`config.mk`:
```
export PLATFORM = sky130hd
export DESIGN_NAME = store_data_formatter
export DESIGN_NICKNAME = d
export VERILOG_FILES = /design/src/rtl/store_data_formatter.sv
export SDC_FILE = /design/constraint.sdc
export NUM_CORES = 1
export LEC_CHECK = 0
export CAP_MARGIN = 20
export CORE_MARGIN = 2
export CORE_UTILIZATION = 35
export CTS_CLUSTER_DIAMETER = 120
export DETAILED_ROUTE_END_ITERATION = 8
export HOLD_SLACK_MARGIN = 0.05
export PLACE_DENSITY = 0.77
export SYNTH_ARGS = -nofsm -noshare
export SYNTH_HDL_FRONTEND = slang
export SYNTH_SLANG_ARGS = --single-unit
```
`constraint.sdc`:
```
create_clock -name clk -period 2.51 [get_ports clk]
set_input_delay 0.251 -clock clk [delete_from_list [all_inputs] [get_ports clk]]
set_output_delay 0.251 -clock clk [all_outputs]
set_load 0.01 [all_outputs]
```
`src/rtl/store_data_formatter.sv`:
```
// Store data formatter: places sb/sh/sw data into little-endian byte lanes,
// drives one Avalon-MM write and holds it stable across waitrequest. It then
// reports done, misaligned or timeout for one cycle before going idle again.
module store_data_formatter #(
  parameter int unsigned WAIT_TIMEOUT = 255,
  parameter int unsigned CNT_W        = 8
) (
  input  logic        clk,
  input  logic        reset,
  input  logic        store_valid,
  input  logic [1:0]  store_type,
  input  logic [31:0] store_addr,
  input  logic [31:0] rt_data,
  output logic        store_ready,
  output logic        store_done,
  output logic        store_misaligned,
  output logic        store_timeout,
  output logic [31:0] avm_address,
  output logic        avm_write,
  output logic [31:0] avm_writedata,
  output logic [3:0]  avm_byteenable,
  input  logic        avm_waitrequest
);

  typedef enum logic [1:0] {ST_NONE = 2'b00, ST_SB = 2'b01, ST_SH = 2'b10, ST_SW = 2'b11} store_kind_e;
  typedef enum logic [1:0] {IDLE, WRITE, RESP} state_e;

  state_e           state;
  logic [CNT_W-1:0] wait_cnt;

  // Byte enables for the addressed lanes; a byte store selects a single lane.
  function automatic logic [3:0] lane_be(input logic [1:0] kind, input logic [1:0] a);
    // NOTE: every path assigns a value first, so the function never implies a latch.
    lane_be = 4'b0000;
    case (kind)
      ST_SB:   lane_be = 4'b0001 << a;
      ST_SH:   lane_be = a[1] ? 4'b1100 : 4'b0011;
      ST_SW:   lane_be = 4'b1111;
      default: lane_be = 4'b0000;
    endcase
  endfunction

  // Store data shifted into its lanes; unused lanes are driven to zero.
  function automatic logic [31:0] lane_data(input logic [1:0] kind, input logic [1:0] a,
                                            input logic [31:0] d);
    lane_data = 32'h0;
    case (kind)
      ST_SB:   lane_data = 32'(d[7:0]) << {a, 3'b000};
      ST_SH:   lane_data = a[1] ? {d[15:0], 16'h0} : {16'h0, d[15:0]};
      ST_SW:   lane_data = d;
      default: lane_data = 32'h0;
    endcase
  endfunction

  logic req_accept;
  logic req_misaligned;

  // Request decode: sb never misaligned, sh needs addr[0]=0, sw needs addr[1:0]=0.
  always_comb begin
    req_accept     = store_valid && (store_type != ST_NONE);
    req_misaligned = ((store_type == ST_SH) && store_addr[0]) ||
                     ((store_type == ST_SW) && (store_addr[1:0] != 2'b00));
  end

  // Control FSM with all outputs registered; reset drops the bus write at once.
  always_ff @(posedge clk or posedge reset) begin
    // NOTE: only a handful of flops here, so every register gets a reset value.
    if (reset) begin
      state            <= IDLE;
      wait_cnt         <= '0;
      store_ready      <= 1'b1;
      store_done       <= 1'b0;
      store_misaligned <= 1'b0;
      store_timeout    <= 1'b0;
      avm_address      <= 32'h0;
      avm_write        <= 1'b0;
      avm_writedata    <= 32'h0;
      avm_byteenable   <= 4'b0000;
    end else begin
      // NOTE: non-blocking assignments keep every flop reading pre-edge values.
      case (state)
        IDLE: begin
          if (req_accept) begin
            store_ready <= 1'b0;
            if (req_misaligned) begin
              store_misaligned <= 1'b1;
              state            <= RESP;
            end else begin
              avm_address    <= {store_addr[31:2], 2'b00};
              avm_writedata  <= lane_data(store_type, store_addr[1:0], rt_data);
              avm_byteenable <= lane_be(store_type, store_addr[1:0]);
              avm_write      <= 1'b1;
              state          <= WRITE;
            end
          end
        end
        WRITE: begin
          if (!avm_waitrequest) begin
            // Completion wins over a timeout on the same edge.
            avm_write      <= 1'b0;
            avm_byteenable <= 4'b0000;
            store_done     <= 1'b1;
            state          <= RESP;
          end else if ((WAIT_TIMEOUT != 0) && (wait_cnt == CNT_W'(WAIT_TIMEOUT))) begin
            avm_write      <= 1'b0;
            avm_byteenable <= 4'b0000;
            store_timeout  <= 1'b1;
            state          <= RESP;
          end else begin
            wait_cnt <= wait_cnt + 1'b1;
          end
        end
        RESP: begin
          store_done       <= 1'b0;
          store_misaligned <= 1'b0;
          store_timeout    <= 1'b0;
          wait_cnt         <= '0;
          store_ready      <= 1'b1;
          state            <= IDLE;
        end
        default: state <= IDLE;
      endcase
    end
  end

endmodule

```
After elaboration in Yosys (flattened, before gate mapping)
Cells that the tools add are included.
{"block": "word_totals", "register_bits": 81, "latchBits": 0, "ramBits": 0, "romBits": 0, "inputBits": 70, "out_inout_bits": 73, "word_cells": 78, "mem_count": 0}
{"block": "op_classes", "add_sub_neg": 1, "multipliers": 0, "n_div": 0, "magnitude_cmp": 0, "eq_ne": 14, "n_shift": 2, "mux": 32, "bitwise": 1, "n_reduce_logical": 18}
{"op": "one-hot mux 32 bit (3 select lines)", "count": 1}
{"op": "2-to-1 mux 32 bit", "count": 1}
{"op": "<< shifter 8 x 5 -> 32 bit", "count": 1}
{"op": "2-to-1 mux 4 bit", "count": 5}
{"op": "2-to-1 mux 8 bit", "count": 2}
{"op": "one-hot mux 8 bit (2 select lines)", "count": 1}
{"op": "!= test 2 bit (second input constant)", "count": 7}
{"op": "one-hot mux 4 bit (3 select lines)", "count": 1}
{"op": "AND reduction 3 bit", "count": 4}
{"op": "2-to-1 mux 1 bit", "count": 10}
{"op": "one-hot mux 1 bit (2 select lines)", "count": 5}
{"op": "nonzero test 2 bit", "count": 5}
{"op": "adder 8 x 1 -> 8 bit (second input constant)", "count": 1}
{"op": "equality test 8 bit (second input constant)", "count": 1}
{"op": "2-to-1 mux 2 bit", "count": 4}
{"op": "one-hot mux 4 bit (2 select lines)", "count": 1}
{"op": "equality test 2 bit (second input constant)", "count": 3}
{"op": "AND reduction 2 bit", "count": 3}
{"op": "equality test 2 x 1 -> 1 bit (second input constant)", "count": 2}
{"op": "one-hot mux 2 bit (2 select lines)", "count": 1}
{"op": "AND reduction 4 bit", "count": 1}
{"op": "<< shifter 1 x 2 -> 4 bit (first input constant)", "count": 1}
{"op": "logical AND 1 bit", "count": 3}
{"op": "!= test 3 bit (second input constant)", "count": 1}
{"op": "other kinds (3)", "count": 3}

Longest topological paths before layout
{"block": "logic_depth", "depth_word": 6, "ltp_mapped": 8, "mapped_depth_nobuf": 6}

Worst setup path after synthesis
Ideal clock, no wire load.
{"block": "synth_path", "path_type": "register to register", "from": "register state[1]", "to": "register avm_byteenable[0]", "setup_ns": 0.121, "arrival_time_ns": 1.529, "t_required_ns": 2.389, "setup_slack_ns": 0.860, "path_stages_with_launch": 8, "path_buffers": 1, "synth_period_minus_slack_ns": 1.650, "path_cell_list": "dfrtp_1 -> inv_1 -> ha_1 -> buf_2 -> nand2_1 -> nor3_4 -> o2bb2ai_1 -> a22o_1"}
{"block": "synth_via", "elab_chain_len": 3, "word_cells_on_any_way": 8, "classes_between": "4 x eq/ne; 1 x mux; 3 x reduce/logical"}
{"item": "start, declared", "line": "28", "rtl": "state_e state;"}
{"item": "start signal, assigned", "line": "69", "rtl": "state <= IDLE;"}
{"item": "start signal, assigned", "line": "87", "rtl": "state <= RESP;"}
{"item": "start signal, assigned", "line": "93", "rtl": "state <= WRITE;"}
{"item": "equality test 2 x 1 -> 1 bit or zero test 2 bit (tied branches)", "line": "81", "rtl": "case (state)"}
{"item": "!= test 3 bit (no source line), or another cell as far along"}
{"item": "AND reduction 4 bit (no source line)"}
{"item": "end signal, assigned", "line": "91", "rtl": "avm_byteenable <= lane_be(store_type, store_addr[1:0]);"}
{"item": "end, declared", "line": "21", "rtl": "output logic [3:0] avm_byteenable,"}
Parallel ways exist; a longest one is shown, timed or not.
A chain may end at the register's enable or synchronous reset.

Worst setup path after layout
{"block": "layout_path", "from": "register state[1]", "to": "register avm_byteenable[2]"}
Same word-level chain as after synthesis.

==> impl_metrics.csv <==
group,metric,value,unit
worst_setup_path,worstSetupEndpointType,"flop",
worst_hold_path,min_path_type,"primary input to async pin",
logic_synthesis,yosys.area.top_type,"dfrtp_1",
die,initial_core_util,0.355,
drt,vias,3267,
logic_synthesis,ys_ff_latch,81,
die,die_w,108,um
cts,cts_buffer_depth,2,
logic_synthesis,async_reset_ff_frac,1.00,
logic_synthesis,synth_ff_type,"dfrtp_1",
logic_synthesis,synth_area_leaders,"dfrtp_1 53%, mux2_2 9.5%, a22oi_1 4.7%, nand2_1 4.3%, o21ai_0 4.0%",
final_layout,drive_gt1_frac,0.143,
worst_setup_path,worstPathCellList,"inv_1 > ha_1 > nand2_1 > nor3_4 > o2bb2ai_1 > a22o_1",
timing,fin_crit_sh,0.800,
placement,placed_cell_area,5370,um^2
placement,routabilityCongestion,0.841,
logic_synthesis,seq_area_frac_synth,0.534,
cts,clkLatencyLatePin,0.35,ns
cts,numCtsBuffers,9,
global_routing,grt_max_degree,41,
logic_synthesis,synthCells,348,
final_layout,nNetsFinal,559,
pwr,total_power,6.19,mW
timing,rsz0062_at_grt,"no",
worst_setup_path,cp.arrival,2.24,ns
worst_setup_path,start_kind,"flop",
timing,finalSetupViolations,0,
timing,finalSetupTns,0,ns
drt,drt_first_pass_iters,5,
cts,cts_setup_buffers,0,
timing,final-hold-violation-count,0,
global_routing,grt_pass1_wl,15900,um
worst_setup_path,cp_max_fo,10,
global_routing,grt.total_usage,0.174,
global_routing,antenna_found_initial,0,
logic_synthesis,yosys.cell_types.count,48,
die,dieArea,11700,um^2
logic_synthesis,synth_common_cells,"80 x dfrtp_1, 44 x nand2_1, 32 x mux2_2",
drt,drtIter0Drc,137,
die,dieHeight,108,um
final_layout,antenna-diode-count,0,
timing,slew_headroom,0.630,
final_layout,final_util,0.525,
die,core_area,10700,um^2
cts,htree_levels,3,
die,rows,38,
worst_setup_path,crit_slowest_cell,"dfrtp_1",
timing,tightest_slew,0.555,ns
die,pin_count,143,
logic_synthesis,synth_top_area_frac,0.527,
timing,fmax,0.498,GHz
cts,cts_tree,"done",
timing,fin_worst_skew,0.0101,ns
worst_setup_path,cp.buffers_inverters,1,
timing,drv_slew,0,
worst_setup_path,cp_data_required_time,2.74,ns
drt,final_antenna_net_count,0,
logic_synthesis,syn_area_per_cell,10.9,um^2
global_routing,grt_pass1_vias,3237,
pwr,power_density,1100,nW/um^2
drt,wl_per_cell,16.1,um
worst_setup_path,regToRegStartpoint,"state[1]$_DFFE_PP0P_",
worst_setup_path,crit_family,"simple AND/OR/NAND/NOR gates",
global_routing,overflow,0,
cts,cts_resized,0,
worst_setup_path,slowest_delay,0.40,ns
cts,cts-hold-fix-buffers,0,
logic_synthesis,synth-edff-count,0,
placement,port_buffers,140,
final_layout,syn2layout_area_growth,47.7,%
drt,drc,0,
flow_run,drv_cap,0,
drt,drt-vias-per-instance,5.19,
outcome,outcome,"finished clean",
logic_synthesis,yosys_warnings,0,
logic_synthesis,yosysMostFrequentCell,"dfrtp_1",
timing,min_period,2.01,ns
cts,cts-root-buf,"clkbuf_8",
pwr,ir_drop,0.444,mV
placement,hpwl,7580,um
cts,cts.clk_slew.worst_paths,0.09,ns
worst_setup_path,critPathKind,"flop to flop",
final_layout,finalInstanceArea,5610,um^2
logic_synthesis,synth_area,3800,um^2
cts,cts.sinks,81,
pwr,p_leak,2.36,nW
drt,routed_wl,10200,um
worst_setup_path,cp-startpoint,"state[1]$_DFFE_PP0P_",
==> final cells by class <==
| class | count | area (um^2) |
|---|---|---|
| Clock inverter | 5 | 103 |
| Clock buffer | 11 | 141 |
| Timing Repair Buffer | 150 | 1530 |
| Fill cell | 934 | 5080 |
| Multi-Input combinational cell | 226 | 1580 |
| Tap cell | 140 | 175 |
| Sequential cell | 81 | 2030 |
| Inverter | 17 | 65.1 |
==> registers in the layout, summed over array words and instances (netlist names), 2 cells and up <==
name,cells
state,2
avm_address,30
avm_byteenable,4
wait_cnt,8
avm_writedata,32
==> cells in the final DEF (no fill, tap or decap), drive strengths merged, types with 4 or more instances in the layout <==
| cell type | count |
|---|---|
| a22o | 13 |
| a21oi | 10 |
| inv | 16 |
| clkdlybuf4s50 | 140 |
| o21ai | 40 |
| a22oi | 24 |
| ha | 4 |
| buf | 10 |
| clkbuf | 11 |
| nand3 | 6 |
| o31ai | 13 |
| nor2 | 6 |
| nand2 | 44 |
| dfrtp | 80 |
| mux2 | 32 |
==> worst paths after layout <==
kind / to / cells past startpoint / slack (ns)
worst max-delay path: avm_byteenable[2]$_DFFE_PP0P_ / 6 / 0.50
worst min-delay path: store_timeout$_DFFE_PP0P_ / 2 / 0.20
worst max register to register: avm_byteenable[2]$_DFFE_PP0P_ / 6 / 0.50
worst min register to register: avm_writedata[3]$_DFFE_PP0P_ / 2 / 0.48
max in group asynchronous: avm_address[8]$_DFFE_PP0P_ / 3 / 1.72
min in group clk: avm_writedata[3]$_DFFE_PP0P_ / 2 / 0.48
==> per-layer routing <==
layer / wire, um / up-vias / track usage
met5: 0 / - / 0
met3: 667 / 12 / 0.0458
li1: - / 1537 / -
met2: 4930 / 112 / 0.291
met4: 155 / 0 / 0.0504
met1: 4410 / 1606 / 0.223
==> metrics by stage <==
stage | hold WS (ns) | setup slack, ns | std cells
3_3_place_gp | 0.462 | 0.439 | 614
5_1_grt | 0.234 | 0.349 | 630
6_report | 0.203 | 0.502 | 630
2_1_floorplan | 0.390 | 0.181 | 349
3_5_place_dp | 0.465 | 0.426 | 614
4_1_cts | 0.210 | 0.503 | 630
==> kinds of logic after synthesis <==
| logic type | count (synthesis) | share of synthesized area |
|---|---|---|
| and+or+nand+nor | 72 | 0.0925 |
| adders and majority gates | 4 | 0.0132 |
| DFF | 81 | 0.534 |
| buffers and inverters | 42 | 0.0527 |
| muxes | 33 | 0.0975 |
| other | 1 | 0.000987 |
| AOI/OAI and AO/OA | 115 | 0.209 |
==> where the power goes <==
part | internal [mW] | total [mW] | switching (mW)
Combinational | 1.59 | 2.78 | 1.19
Clock | 0.687 | 1.15 | 0.466
Sequential | 1.90 | 2.26 | 0.360
Total | 4.17 | 6.19 | 2.02
No activity file was read; power rests on OpenSTA's default activity.
